===== src/rtl/vga_pmod_tx.sv =====
// vga_pmod_tx - 640x480@60 VGA timing and test-pattern source, packed into the
// TinyVGA PMOD byte {R1,G1,B1,vsync,R0,G0,B0,hsync}.
//
// Ports:
//   clk          pixel clock
//   rst_n        synchronous active-low reset
//   en           pixel advance enable; low freezes every register
//   pattern_sel  0 black, 1 colour bars, 2 scrolling checker, 3 gradient
//   pmod         registered packed VGA byte
//   hpos, vpos   current horizontal / vertical counters
//   video_active registered, high when pmod carries a visible pixel
//   frame_start  registered pulse aligned with pixel (0,0) on pmod
//   frame_count  completed-frame counter (wraps at 256)
//
// pmod/video_active/frame_start are decoded from the counter values before
// the edge, so they trail hpos/vpos by one cycle.
module vga_pmod_tx #(
  parameter int H_ACTIVE    = 640,
  parameter int H_FP        = 16,
  parameter int H_SYNC      = 96,
  parameter int H_BP        = 48,
  parameter int V_ACTIVE    = 480,
  parameter int V_FP        = 10,
  parameter int V_SYNC      = 2,
  parameter int V_BP        = 33,
  parameter bit SYNC_ACTIVE = 1'b0
) (
  input  logic       clk,
  input  logic       rst_n,
  input  logic       en,
  input  logic [1:0] pattern_sel,
  output logic [7:0] pmod,
  output logic [9:0] hpos,
  output logic [9:0] vpos,
  output logic       video_active,
  output logic       frame_start,
  output logic [7:0] frame_count
);

  localparam int H_TOTAL = H_ACTIVE + H_FP + H_SYNC + H_BP;
  localparam int V_TOTAL = V_ACTIVE + V_FP + V_SYNC + V_BP;

  localparam logic [9:0] H_ACT  = 10'(H_ACTIVE);
  localparam logic [9:0] HS_BEG = 10'(H_ACTIVE + H_FP);
  localparam logic [9:0] HS_END = 10'(H_ACTIVE + H_FP + H_SYNC);
  localparam logic [9:0] H_LAST = 10'(H_TOTAL - 1);
  localparam logic [9:0] V_ACT  = 10'(V_ACTIVE);
  localparam logic [9:0] VS_BEG = 10'(V_ACTIVE + V_FP);
  localparam logic [9:0] VS_END = 10'(V_ACTIVE + V_FP + V_SYNC);
  localparam logic [9:0] V_LAST = 10'(V_TOTAL - 1);
  localparam logic [9:0] BAR_W  = 10'(H_ACTIVE / 8);

  // syncs deasserted, colour black
  localparam logic [7:0] IDLE = {3'b000, ~SYNC_ACTIVE, 3'b000, ~SYNC_ACTIVE};

  typedef struct packed {
    logic [1:0] r;
    logic [1:0] g;
    logic [1:0] b;
  } rgb_t;

  logic [1:0] pat;
  logic       h_last, v_last, active, hs_lvl, vs_lvl, chk;
  logic [9:0] bar_full;
  logic [2:0] bar;
  logic [5:0] scroll;
  rgb_t       col;
  logic [7:0] pmod_nxt;
  logic       unused_bits;

  always_comb begin
    h_last = (hpos == H_LAST);
    v_last = (vpos == V_LAST);
    active = (hpos < H_ACT) && (vpos < V_ACT);
    hs_lvl = (hpos >= HS_BEG && hpos < HS_END) ? SYNC_ACTIVE : ~SYNC_ACTIVE;
    vs_lvl = (vpos >= VS_BEG && vpos < VS_END) ? SYNC_ACTIVE : ~SYNC_ACTIVE;

    // Only bar indices 0..7 occur while active; upper quotient bits are don't-care.
    bar_full = hpos / BAR_W;
    bar      = bar_full[2:0];

    // Bit 5 of a sum depends only on the low 6 bits of the addends, so the
    // 10-bit modulo add reduces to a 6-bit add here.
    scroll = hpos[5:0] + frame_count[5:0];
    chk    = scroll[5] ^ vpos[5];

    col = '0;
    if (active) begin
      unique case (pat)
        2'd0: col = '0;
        2'd1: begin
          unique case (bar)
            3'd0: col = '{r: 2'd3, g: 2'd3, b: 2'd3};  // white
            3'd1: col = '{r: 2'd3, g: 2'd3, b: 2'd0};  // yellow
            3'd2: col = '{r: 2'd0, g: 2'd3, b: 2'd3};  // cyan
            3'd3: col = '{r: 2'd0, g: 2'd3, b: 2'd0};  // green
            3'd4: col = '{r: 2'd3, g: 2'd0, b: 2'd3};  // magenta
            3'd5: col = '{r: 2'd3, g: 2'd0, b: 2'd0};  // red
            3'd6: col = '{r: 2'd0, g: 2'd0, b: 2'd3};  // blue
            default: col = '0;                          // black
          endcase
        end
        2'd2: col = chk ? 6'b11_11_11 : 6'b00_00_00;
        default: col = '{r: hpos[7:6], g: vpos[7:6], b: frame_count[7:6]};
      endcase
    end

    pmod_nxt = {col.r[1], col.g[1], col.b[1], vs_lvl,
                col.r[0], col.g[0], col.b[0], hs_lvl};
  end

  assign unused_bits = ^{bar_full[9:3], scroll[4:0]};

  always_ff @(posedge clk) begin
    if (!rst_n) begin
      hpos         <= '0;
      vpos         <= '0;
      frame_count  <= '0;
      pat          <= pattern_sel;
      pmod         <= IDLE;
      video_active <= 1'b0;
      frame_start  <= 1'b0;
    end else if (en) begin
      if (h_last) begin
        hpos <= '0;
        if (v_last) begin
          vpos        <= '0;
          frame_count <= frame_count + 8'd1;
          pat         <= pattern_sel;   // pattern only changes between frames
        end else begin
          vpos <= vpos + 10'd1;
        end
      end else begin
        hpos <= hpos + 10'd1;
      end
      pmod         <= pmod_nxt;
      video_active <= active;
      frame_start  <= (hpos == 10'd0) && (vpos == 10'd0);
    end
  end

endmodule


===== config.mk =====
export PLATFORM = sky130hd
export DESIGN_NAME = vga_pmod_tx
export DESIGN_NICKNAME = d
export VERILOG_FILES = /design/src/rtl/vga_pmod_tx.sv
export SDC_FILE = /design/constraint.sdc
export NUM_CORES = 1
export LEC_CHECK = 0
export CORE_UTILIZATION = 58
export CTS_BUF_LIST = sky130_fd_sc_hd__clkbuf_4 sky130_fd_sc_hd__clkbuf_8
export CTS_CLUSTER_SIZE = 40
export DETAILED_ROUTE_END_ITERATION = 10
export PLACE_DENSITY = 0.95
export SETUP_SLACK_MARGIN = 0.15
export SLEW_MARGIN = 10
export SYNTH_ARGS = -nofsm -noshare
export SYNTH_HDL_FRONTEND = slang
export SYNTH_SLANG_ARGS = --single-unit
export TNS_END_PERCENT = 10

===== constraint.sdc =====
create_clock -name clk -period 5 [get_ports clk]
set_input_delay 0.75 -clock clk [delete_from_list [all_inputs] [get_ports clk]]
set_output_delay 0.75 -clock clk [all_outputs]
set_load 0.03 [all_outputs]

==> impl_results.md <==
* Status: finished, final reports clean
* Syn_area_per_cell at 8.482 um^2
* CTS Buf Count at 5
* Clk slew on worst S/H paths at 80 ps
* Startpoint Class: primary input
* Number of synthesized flops with an enable pin at 2
* Vias per std cell at 5.915
* DRT iter0 DRCs at 285
* DP HPWL at 3.794 mm
* TritonCTS clock tree: built
* Max IR drop VDD at 0.0002117 V
* Antenna viol nets, final at 0
* Synth Instances at 267
* Detailed Routing Iterations Pass 1 at 4
* Initial antenna violation count at 0
* Die Ht at around 64 um
* Hold Path Class: reg -> reg
* CP Data Required Time at 5200 ps
* Initial core utilization at 0.6094
* Leading area contributor after synthesis: dfxtp_1
* Post-synthesis mux area share at 0.004420
* TritonCTS Sinks at 40
* Max_cap viols at 0
* GR Util All Layers at 0.2806
* Max-slew headroom at 0.4983
* Synth Register Bits at 40
* Final nets at 317
* Setup violators final at 0
* Core ar. at 3716 um^2
* Synth top area share at 0.3359
* # DRC at 0
* Synth unique cells at 53
* Root Buffer: clkbuf_8
* Largest net degree at the start of global routing at 26
* Top-count cell post-synth: dfxtp_1
* Final setup TNS at 0 ps
* CTS max path bufs at 2
* CP Max Fanout at 14
* Tot Pwr at 668.5 uW
* Fill cells at 257
* Synth warn at 0
* PwrDens at about 240 nW/um^2
* Worst Path Class, Setup: in -> reg
* Vias in the first global route at between 1,500 and 2,000
* Die footprint at 4158 um^2
* RSZ-0062 raised after global routing: false
* Largest family of logic cells by synthesized area: simple AND/OR/NAND/NOR gates
* Final non-filler cell total at 352
* Routed len/inst at ~15 um
* Share of layout cells above drive strength 1 at 0.05592
* GRT Residual Overflow at 0
* Setup repair bufs after CTS at 0
* # rows at 22
* Post-synthesis simple-gate area fraction at 0.3149
* Crit path DAT at around 3100 ps
* I/O Buffers at 42
* CTS H-tree lvls at 2
* GP Congestion at 0.8945
* F_max at 0.3420 GHz
* Slew @ Worst Pin at 750.3 ps
* I/O pin count at 43
* Fraction of synthesized cell area in xor and xnor cells at 0.1044
* Main synth FF type: dfxtp_1
* Net count after synthesis at approximately 280
* Die width at 64.49 um
* Global-route wire length before repair at 8.976 mm
* Hold WS at roughly 460 ps
* Vias at approximately 2,100
* Util after Layout at 0.7542
* CTS resizes at 0
* Wirelength, routed at around 5.4 mm
* Cts hold-fix bufs at 0
* Crit share post-route at 0.5849
* Adder-cell share of the synthesized area at 0.04972
* Final Max Slew Viols at 0
* Area grow syn2layout at 23.76%
* Async SR Flop Fraction at 0
* Sequential area share after synthesis at 0.3624
* Synth top cells by count: dfxtp_1 (38), nand2_1 (24), nor2_1 (23)
* Post-layout min period at 2924 ps
* DP Cell Count at around 340
* # diodes at 0
* Worst skew pair latency at 310 ps
* Complex-gate fraction of the synthesized area at 0.1193
* Clk_skew at 7.867 ps
* Post-Syn Area at 2265 um^2
* Leak at 1.060 nW
* Final hold vios at 0
* Critical path endpoint category: flop
* Synth area leaders: dfxtp_1 (34%), xnor2_1 (7.3%), ha_1 (5.0%)
-- routing by layer --
layer | global-route usage | up-vias | part of all wire
met5 | 0 | - | 0
met4 | 0.1083 | 0 | 0.017
met3 | 0.07746 | 8 | 0.054
met2 | 0.4500 | 72 | 0.48
met1 | 0.3565 | 984 | 0.45
li1 | - | 1018 | -
-- critical path, stage by stage --
cell and delay, ps:
clkdlybuf4s50_1 810, nand4_2 240, or4_4 620, or3_4 410
xnor2_1 130, and2_1 160
-- final cells by class --
| cell class | instances | area, um^2 | area share |
|---|---|---|---|
| clock buffers | 5 | 68.82 | 0.02455 |
| clock inverters | 3 | 42.54 | 0.01518 |
| inverters | 9 | 33.78 | 0.01205 |
| multi-input cells | 204 | 1349 | 0.4812 |
| flip-flops and latches | 40 | 820.8 | 0.2929 |
| well taps | 48 | 60.06 | 0.02143 |
| repair buffers | 43 | 427.9 | 0.1527 |
-- cells in the final DEF (no fill, tap or decap), drive strengths merged, types with 8 or more instances in the layout --
master / synthesis / routed
nand4: 17 / 17
inv: 9 / 9
nand2: 24 / 24
ha: 9 / 9
nor2: 23 / 23
nand3: 9 / 9
xnor2: 19 / 19
nor2b: 10 / 10
xor2: 8 / 8
and2: 11 / 11
dfxtp: 38 / 38
clkdlybuf4s50: 0 / 42
-- worst paths after layout --
| check | depth (start not counted) | end | slack [ps] | start |
|---|---|---|---|---|
| worst max-delay path | 6 | frame_count[5] | 2080 | en |
| worst min-delay path | 2 | pmod[1] | 460 | pmod[1] |
| worst max register to register | 6 | frame_count[5] | 2600 | hpos[0] |
| worst min register to register | 2 | pmod[1] | 460 | pmod[1] |
-- state kept, by name (all words and copies together), names as in the netlist --
register and count:
frame_start 1, pmod 8, vpos 10, video_active 1, frame_count 8, hpos 10, pat 2
-- logic make-up (layout without fill, tap and decap cells) --
kind of cell | count (synthesis) | after routing
AO/OA/AOI/OAI | 39 | 39
buffers and inverters | 23 | 60
flip-flops | 40 | 40
multiplexers | 1 | 1
XOR/XNOR | 27 | 27
adder cells (fa/ha/maj) | 9 | 9
AND/OR/NAND/NOR | 128 | 128
-- power breakdown --
part           total (mW)  internal [mW]  switching [mW]
Sequential          0.337          0.329         0.00862
Combinational      0.0630         0.0266          0.0364
Clock               0.268          0.148           0.120
-- per-stage QoR --
step | setup slack [ps] | cell area, um^2
floorplan | 2531 | 2265
global placement | 1841 | 2691
detailed placement | 1784 | 2691
CTS | 2122 | 2803
global route | 1986 | 2803
finish | 2076 | 2803
No activity file was read; power rests on OpenSTA's default activity.
